File: config.mk
export PLATFORM = sky130hd
export DESIGN_NAME = if_stage
export DESIGN_NICKNAME = d
export VERILOG_FILES = /design/src/rtl/if_pkg.sv /design/src/rtl/if_stage_pc_next_sel.sv /design/src/rtl/if_stage.sv
export SDC_FILE = /design/constraint.sdc
export NUM_CORES = 1
export LEC_CHECK = 0
export CORE_MARGIN = 4
export CORE_UTILIZATION = 45
export CTS_CLUSTER_DIAMETER = 40
export DETAILED_ROUTE_END_ITERATION = 10
export PLACE_DENSITY = 0.85
export SLEW_MARGIN = 20
export SYNTH_ARGS = -nofsm -noshare
export SYNTH_HDL_FRONTEND = slang
export SYNTH_SLANG_ARGS = --single-unit
File: constraint.sdc
create_clock -name clk -period 9.1 [get_ports clk]
set_input_delay 1.82 -clock clk [delete_from_list [all_inputs] [get_ports clk]]
set_output_delay 1.82 -clock clk [all_outputs]
set_load 0.02 [all_outputs]
File: src/rtl/if_pkg.sv
// Shared types and constants for the instruction-fetch stage: FSM states,
// IF/ID register layout, reset/bubble values and ctrl bit positions.
package if_pkg;

  typedef enum logic [1:0] {
    S_REQ  = 2'd0,
    S_HOLD = 2'd1,
    S_DROP = 2'd2
  } if_state_t;

  localparam logic [31:0] NOP      = 32'h0000_0000;
  localparam logic [31:0] RESET_PC = 32'h0040_0000;

  localparam int PCS_J   = 3;
  localparam int PCS_BR  = 2;
  localparam int PCS_JR  = 1;
  localparam int PCS_SEQ = 0;

  localparam int STL_PC   = 0;
  localparam int STL_IFID = 1;

  typedef struct packed {
    logic [31:0] pc;
    logic [31:0] pc4;
    logic [31:0] instr;
    logic        valid;
  } ifid_t;

  // A bubble carries NOP with zeroed PC fields so ID never mistakes it for a real slot.
  localparam ifid_t IFID_BUBBLE = '{pc: 32'h0, pc4: 32'h0, instr: NOP, valid: 1'b0};

endpackage

File: src/rtl/if_stage_pc_next_sel.sv
// Priority selection of the redirect PC: J/JAL > taken branch > JR > sequential.
module pc_next_sel
  import if_pkg::*;
(
  input  logic [3:0]  pc_mux_sel,
  input  logic [31:0] j_target,
  input  logic [31:0] br_target,
  input  logic [31:0] jr_target,
  input  logic [31:0] pc4,
  output logic [31:0] next_pc
);

  logic unused_seq_bit;
  assign unused_seq_bit = pc_mux_sel[PCS_SEQ];

  always_comb begin
    // Sequential select and an all-zero select both fall through to pc+4.
    next_pc = pc4;
    if (pc_mux_sel[PCS_J]) begin
      next_pc = j_target;
    end else if (pc_mux_sel[PCS_BR]) begin
      next_pc = br_target;
    end else if (pc_mux_sel[PCS_JR]) begin
      next_pc = jr_target;
    end
  end

endmodule

File: src/rtl/if_stage.sv
// Instruction-fetch stage with IF/ID register, one-entry skid buffer and
// redirect handling; feeds {pc, pc+4, instr, valid} to decode.
module if_stage
  import if_pkg::*;
(
  input  logic        clk,
  input  logic        rst,
  input  logic [3:0]  pc_mux_sel,
  input  logic [31:0] j_target,
  input  logic [31:0] br_target,
  input  logic [31:0] jr_target,
  input  logic        branch,
  input  logic [4:0]  stall,
  output logic        imem_req,
  output logic [31:0] imem_addr,
  input  logic        imem_ready,
  input  logic [31:0] imem_rdata,
  output logic [31:0] id_pc,
  output logic [31:0] id_pc4,
  output logic [31:0] id_instr,
  output logic        id_valid,
  output logic [1:0]  dbg_state
);

  // imem handshake: imem_req/imem_addr stay stable while in S_REQ; a word is
  // transferred in any cycle where imem_ready is high, and imem_rdata is only
  // meaningful in that cycle. The request is dropped while a word sits in the
  // skid buffer or while a stale response is being discarded.

  if_state_t   state_q, state_d;
  logic [31:0] pc_q, pc_d, pc4, target_pc;
  ifid_t       ifid_q, ifid_d;
  logic [31:0] skid_q, skid_d;
  logic        skid_vld_q, skid_vld_d;
  logic        redirect;
  logic        hold_ifid;

  logic [2:0] unused_stall_bits;
  assign unused_stall_bits = stall[4:2];

  assign pc4       = pc_q + 32'd4;
  assign redirect  = branch & ~stall[STL_PC];
  assign hold_ifid = stall[STL_IFID];

  pc_next_sel u_pc_next_sel (
    .pc_mux_sel (pc_mux_sel),
    .j_target   (j_target),
    .br_target  (br_target),
    .jr_target  (jr_target),
    .pc4        (pc4),
    .next_pc    (target_pc)
  );

  always_comb begin
    state_d    = state_q;
    pc_d       = pc_q;
    ifid_d     = ifid_q;
    skid_d     = skid_q;
    skid_vld_d = skid_vld_q;

    case (state_q)
      S_REQ: begin
        if (redirect) begin
          pc_d    = target_pc;
          ifid_d  = IFID_BUBBLE;
          state_d = imem_ready ? S_REQ : S_DROP;
        end else if (imem_ready && !hold_ifid) begin
          ifid_d = '{pc: pc_q, pc4: pc4, instr: imem_rdata, valid: 1'b1};
          pc_d   = pc4;
        end else if (imem_ready) begin
          skid_d     = imem_rdata;
          skid_vld_d = 1'b1;
          state_d    = S_HOLD;
        end else if (!hold_ifid) begin
          ifid_d = IFID_BUBBLE;
        end
      end

      S_HOLD: begin
        if (redirect) begin
          pc_d       = target_pc;
          ifid_d     = IFID_BUBBLE;
          skid_vld_d = 1'b0;
          state_d    = S_REQ;
        end else if (!hold_ifid) begin
          ifid_d     = skid_vld_q ? '{pc: pc_q, pc4: pc4, instr: skid_q, valid: 1'b1}
                                  : IFID_BUBBLE;
          pc_d       = pc4;
          skid_vld_d = 1'b0;
          state_d    = S_REQ;
        end
      end

      S_DROP: begin
        // The in-flight word belongs to the old PC; a further redirect only
        // retargets the PC, the pending response must still be swallowed.
        if (redirect) begin
          pc_d   = target_pc;
          ifid_d = IFID_BUBBLE;
        end else if (!hold_ifid) begin
          ifid_d = IFID_BUBBLE;
        end
        if (imem_ready) begin
          state_d = S_REQ;
        end
      end

      default: begin
        state_d = S_REQ;
      end
    endcase
  end

  always_ff @(posedge clk or posedge rst) begin
    if (rst) begin
      state_q    <= S_REQ;
      pc_q       <= RESET_PC;
      ifid_q     <= IFID_BUBBLE;
      skid_q     <= '0;
      skid_vld_q <= 1'b0;
    end else begin
      state_q    <= state_d;
      pc_q       <= pc_d;
      ifid_q     <= ifid_d;
      skid_q     <= skid_d;
      skid_vld_q <= skid_vld_d;
    end
  end

  assign imem_req  = (state_q == S_REQ);
  assign imem_addr = pc_q;
  assign id_pc     = ifid_q.pc;
  assign id_pc4    = ifid_q.pc4;
  assign id_instr  = ifid_q.instr;
  assign id_valid  = ifid_q.valid;
  assign dbg_state = state_q;

endmodule

==> out/metrics.yaml, run 1 <==
run_status:
  status: "completed"
power:
  p_leak_uw: 0.004848
  power.density_mw_per_mm2: 339.0
  ir_drop_mv: 0.2011
placement:
  post-place-ws_ps: 4543
  dp.cells: 1257
  dp_hpwl_mm: 19.96
  globalplace.congestion: 0.8692
  place_area_mm2: 0.01131
  port_buffers: 268
synth:
  synth_edf_count: 0
  synth_top_area_share: 0.4723
  synth_top_area_cell: "dfrtp_1"
  avgSynthCellArea_um2: 10.49
  syn_area_mm2: 0.008636
  yosys_warnings: 0
  ys_types: 79
  synth-async-reset-ratio: 1.000
  synth_nets: 969
  dominantRegCellSynth: "dfrtp_1"
  synth-seq-cells: 164
  synth.area.top_cells: "dfrtp_1 (47%), a22o_1 (5.9%), mux2_2 (4.2%)"
  netlist_instances: 823
  ys_seq_area_frac: 0.4754
timing:
  tightest_slew_ps: 1035
  clock.fmax_mhz: 239.9
  relSlewSlack: 0.3076
  fin_crit_ps: 4168
  setup_viol: 0
  hold_violations: 0
  fin_ws_ps: 4932
  fin_crit_sh: 0.4581
  fin_skew_ps: 10.68
  fin_tns_setup_ps: 0
  drv_slew: 0
  fin_hold_ws_ps: 482.0
  rsz0062_at_grt: "no"
worst_setup_path:
  cp.arrival_ps: 4530
  cp.required_ps: 9470
  path_cells: "clkdlybuf4s50_1, nand2b_1, a31oi_1, nand2_1, buf_4, nor2_4, buf_4, a22o_1"
  critPathTopFamily: "buffers and inverters"
  worst_setup_path_end_kind: "flop"
  critPathMaxStageDelay_ps: 560
  criticalPathCategory: "primary input to flop"
  cp_slowest_cell: "buf_4"
  critPathBufInv: 3
  start_kind: "primary input"
  timing.critical_path.mode_cell: "buf_4"
  critPathMaxFanout: 39
finish:
  area_growth_pct: 38.12
  drive_gt1_frac: 0.1014
  fill_cells: 1505
  final_nets: 1188
  final_area_mm2: 0.01193
  multi_input_area_mm2: 0.004074
  stdcell_count: 1290
  final-seq-area_mm2: 0.004105
  final_common_cell: "clkdlybuf4s50_1"
  final_cell_mix: "clkdlybuf4s50_1 (268), dfrtp_1 (163), a22o_1 (58)"
global_route:
  met1_usage: 0.3497
  gr-usage-met3: 0.07790
  antenna_found_initial: 1
  grt_pass1_vias: 8205
  track_usage: 0.2673
  grt_max_degree: 92
  globalRouteMet2Util: 0.4232
  grt-ovfl-total: 0
  busiest_layer: "met2"
  grt_pass1_wl_mm: 45.78
cts:
  clk_path_buf_depth: 2
  cts_tree: "yes"
  post_cts_resized: 0
  cts_htree_levels: 4
  clk-insertion-delay-late_ps: 430
  cts_root_buffer: "clkbuf_16"
  path_clk_slew_ps: 70
  cts_made_buffers: 17
  clkSinkCount: 164
  cts_setup_buffers: 0
  ctsHoldBuffers: 0
job:
  max_cap_viol_count: 0
detailed_routing:
  wire_per_inst_um: 22.54
  dr.pass1.iters: 6
  drtIter0Drc: 645
  viasPerCell: 6.284
  drc_errors: 0
  vias: 8106
  ant_nets: 0
  drt-total-wl_mm: 29.08
floorplanning:
  die_w_um: 146.5
  start_util: 0.4601
  core_mm2: 0.01877
  die_h_um: 146.5
  die_area_mm2: 0.02147
  io_pins: 273
  num_rows: 50
hold_path:
  hold_class: "flop to flop"
## worst register-to-register path: cells and delay by family (launching register included)
kind	cells	cell delay, ps
AND/OR/NAND/NOR	2	1520
adder cells (fa/ha/maj)	1	290
AO/OA/AOI/OAI	2	600
flip-flops	1	430
## cells in the mapped netlist, types with 5 or more instances
| library cell | number |
|---|---|
| a21o_1 | 7 |
| o21ai_0 | 43 |
| and4_1 | 5 |
| nor2b_1 | 6 |
| clkbuf_1 | 34 |
| a22o_1 | 58 |
| xor2_1 | 12 |
| a21oi_1 | 32 |
| xnor2_1 | 13 |
| nand2b_1 | 7 |
| mux2i_1 | 11 |
| a22oi_1 | 39 |
| or3_1 | 6 |
| nand3_1 | 16 |
| buf_4 | 9 |
| a31oi_1 | 6 |
| nand2_1 | 47 |
| o211ai_1 | 9 |
| o2bb2ai_1 | 39 |
| buf_2 | 19 |
| buf_1 | 8 |
| inv_1 | 14 |
| nand4_1 | 8 |
| a211oi_1 | 12 |
| nor3_1 | 25 |
| ha_1 | 5 |
| o21a_1 | 5 |
| o22ai_1 | 26 |
| mux2_2 | 32 |
| nor2_1 | 29 |
| dfrtp_1 | 163 |
## registers in the layout, indices dropped and copies added, names as in the netlist
name and cells:
dbg_state 2, imem_addr 32, id_valid 1, skid_vld_q 1, id_pc 32, id_instr 32, id_pc4 32, skid_q 32
## cells by family (layout without fill, tap and decap cells)
kind of cell | count (synthesis) | count (layout) | synth area share
muxes | 43 | 43 | 0.05448
xor gates and xnor gates | 25 | 25 | 0.02535
and+or+nand+nor | 184 | 184 | 0.1197
adders and majority gates | 5 | 5 | 0.007244
AOI/OAI and AO/OA | 307 | 307 | 0.2615
other | 0 | 1 | 0
DFF | 164 | 164 | 0.4754
buffers and inverters | 95 | 327 | 0.05636
## path summary, 6_finish.rpt
kind | from | end | slack (ps) | depth (start not counted)
min in group asynchronous | rst | id_instr[13]$_DFFE_PP0P_ | 1930 | 2
max in group asynchronous | rst | id_pc[22]$_DFFE_PP0P_ | 5640 | 3
hold reg to reg | id_valid$_DFFE_PP0P_ | id_valid$_DFFE_PP0P_ | 480 | 1
hold / removal | id_valid$_DFFE_PP0P_ | id_valid$_DFFE_PP0P_ | 480 | 1
setup / recovery | stall[0] | id_pc[13]$_DFFE_PP0P_ | 4930 | 8
setup reg to reg | dbg_state[1]$_DFFE_PP0P_ | imem_addr[23]$_DFFE_PP0P_ | 6150 | 5
## cell type report
| type | instances | area share |
|---|---|---|
| diodes | 1 | 0.0002098 |
| inverters | 15 | 0.005140 |
| multi-input cells | 564 | 0.3416 |
| repair buffers | 280 | 0.2325 |
| flip-flops and latches | 164 | 0.3442 |
| clock buffers | 17 | 0.03567 |
| well taps | 234 | 0.02455 |
| clock inverters | 15 | 0.01626 |
## power by group
| part | total (uW) | switching (uW) | internal (uW) |
|---|---|---|---|
| clock | 747 | 329 | 417 |
| combinational | 1920 | 1040 | 879 |
| sequential | 1380 | 328 | 1050 |
| total | 4040 | 1690 | 2350 |
## per-layer routing
metal  vias up  routed length (um)
li1       3588                   -
met5         -                   0
met4         0                 873
met1      4000               11840
met3        67                2786
met2       451               13580
## per-stage QoR
stage	power (uW)	util
after global placement	3236	0.6024
after CTS	4042	0.6354
after global routing	4250	0.6355
after detailed placement	3281	0.6024
after floorplan	2450	-
final	4044	0.6355
(Power assumes the default switching activity.)
==> run 2, diff against run 1 <==
- clock period: 9.1 -> 4.18 ns (I/O delays scaled with it)
==> out/metrics.yaml, run 2 (synthesis gave the netlist of run 1 again) <==
floorplanning:
  start_util: 0.4601  # unchanged
  die_h_um: 146.5  # unchanged
  core_mm2: 0.01877  # unchanged
  num_rows: 50  # unchanged
  die_area_mm2: 0.02147  # unchanged
  die_w_um: 146.5  # unchanged
  io_pins: 273  # unchanged
job:
  max_cap_viol_count: 0  # unchanged
power:
  p_leak_uw: 0.004891  # +0.91%
  ir_drop_mv: 0.4036  # +100%
  internal_power_uw: 5201  # +120%
  p_sw_frac: 0.4158  # -0.003216
  combinationalPowerShare: 0.471  # -0.003
  p_clk_frac: 0.191  # +0.006
  power.density_mw_per_mm2: 741.6  # +120%
  seqPwrFrac: 0.338  # -0.003
  p_switching_uw: 3702  # +120%
global_route:
  grt_pass1_vias: 8182  # -0.28%
  grt_pass1_wl_mm: 45.72  # -0.14%
  grt_max_degree: 165  # +79%
  track_usage: 0.2657  # -0.001576
  grt-ovfl-total: 0  # unchanged
  antenna_found_initial: 0  # -1
timing:
  fin_crit_ps: 3008
  clock.fmax_mhz: 332.4
  fin_tns_setup_ps: 0  # unchanged
  tightest_slew_ps: 994.8  # -39.91 ps
  drv_slew: 0  # unchanged
  fin_crit_sh: 0.7197
  rsz0062_at_grt: "no"
  setup_viol: 0  # unchanged
  fin_skew_ps: 10.23  # -0.4481 ps
  hold_violations: 0  # unchanged
  fin_hold_ws_ps: 495.2  # +13.16 ps
  relSlewSlack: 0.3368  # +0.02915
worst_setup_path:
  worst_setup_path_end_kind: "flop"
  criticalPathCategory: "primary input to flop"
  critPathTopFamily: "buffers and inverters"
  path_cells: "clkdlybuf4s50_1, nand2b_1, nand4_2, nand2_1, a31o_4, buf_4, a22o_1"
  critPathMaxFanout: 73  # +87%
  cp.required_ps: 4540  # -4930 ps
  critPathMaxStageDelay_ps: 720  # +160 ps
  cp.arrival_ps: 3370  # -1160 ps
  start_kind: "primary input"
  critPathBufInv: 2  # -1
  cp_slowest_cell: "a31o_4"
hold_path:
  hold_class: "flop to flop"
finish:
  stdcell_count: 1296  # +0.47%
  final_common_cell: "clkdlybuf4s50_1"
  antenna_cells: 0  # -1
  final-seq-area_mm2: 0.004105  # unchanged
  drive_gt1_frac: 0.1073  # +0.005923
  area_growth_pct: 39.02
  final_cell_mix: "clkdlybuf4s50_1 (268), dfrtp_1 (163), a22o_1 (58)"
  fill_cells: 1488  # -1.1%
  multi_input_area_mm2: 0.004074  # unchanged
  final_nets: 1195  # +0.59%
cts:
  path_clk_slew_ps: 70  # about the same
  clk_path_buf_depth: 2  # unchanged
  cts_made_buffers: 17  # unchanged
  clk-insertion-delay-late_ps: 430  # about the same
  cts_htree_levels: 4  # unchanged
  clkSinkCount: 164  # unchanged
  post_cts_resized: 0  # unchanged
  cts_setup_buffers: 0  # unchanged
  ctsHoldBuffers: 0  # unchanged
  cts_root_buffer: "clkbuf_16"
  cts_tree: "yes"
detailed_routing:
  drtIter0Drc: 801  # +24%
  viasPerCell: 6.269  # -0.24%
  dr.pass1.iters: 6  # unchanged
  drc_errors: 0  # unchanged
  ant_nets: 0  # unchanged
  vias: 8124  # +0.22%
  drt-total-wl_mm: 29.07  # about the same
  wire_per_inst_um: 22.43  # -0.49%
run_status:
  status: "completed"
placement:
  globalplace.congestion: 0.8804  # +1.3%
  port_buffers: 268  # unchanged
  dp_hpwl_mm: 20.42  # +2.3%
  dp.cells: 1264  # +0.56%
[run 2: cell count changes in the layout (fill, tap and decap cells not counted)]
cell / change
clkinv_4: -3
buf_4: +6
clkinv_8: -1
clkinvlp_4: +1
bufinv_16: +1
buf_12: +1
inv_6: +1
inv_8: +1
diode_2: -1
[run 2: final cells by class]
cell class                      instances  share of cell area
Clock inverter                         15             0.01751
Inverter                               15            0.005003
Tap cell                              234             0.02439
Timing Repair Buffer                  287              0.2364
Sequential cell                       164              0.3419
Clock buffer                           17             0.03544
Multi-Input combinational cell        564              0.3393
[run 2: worst paths after layout]
path	start	endpoint	slack (ps)	cells past startpoint
max	stall[0]	id_pc[21]$_DFFE_PP0P_	1170	7
min	id_pc4[6]$_DFFE_PP0P_	id_pc4[6]$_DFFE_PP0P_	500	1
max reg2reg	imem_addr[2]$_DFFE_PP0P_	imem_addr[24]$_DFFE_PP0P_	1410	6
min reg2reg	id_pc4[6]$_DFFE_PP0P_	id_pc4[6]$_DFFE_PP0P_	500	1
max in group asynchronous	rst	id_pc[23]$_DFFE_PP0P_	2450	3
min in group asynchronous	rst	id_pc[19]$_DFFE_PP0P_	940	3
[run 2: layer usage]
layer	GRT usage	vias to the layer above	wire, um
met3	0.07356	70	2491
met1	0.3541	4028	11890
met4	0.09690	0	873
li1	-	3588	-
met2	0.4170	438	13820
met5	0	-	0
[run 2: through the flow]
step	cell area [um2]	setup slack [ps]	utilization	power, uW
CTS	12010	1178	0.6397	8900
global route	12010	995.0	0.6397	9344
global placement	11370	768.6	0.6058	7068
floorplan	8640	1260	-	5333
detailed placement	11370	717.1	0.6058	7185
finish	12010	1172	0.6397	8903
[run 2: power groups by stage]
stage | Clock (uW) | Combinational (uW) | Sequential (uW)
2_1_floorplan | 0 | 1920 | 3420
3_3_place_gp | 0 | 4100 | 2970
3_5_place_dp | 0 | 4190 | 3000
4_1_cts | 1710 | 4200 | 2990
5_1_grt | 1790 | 4460 | 3100
6_report | 1700 | 4190 | 3010
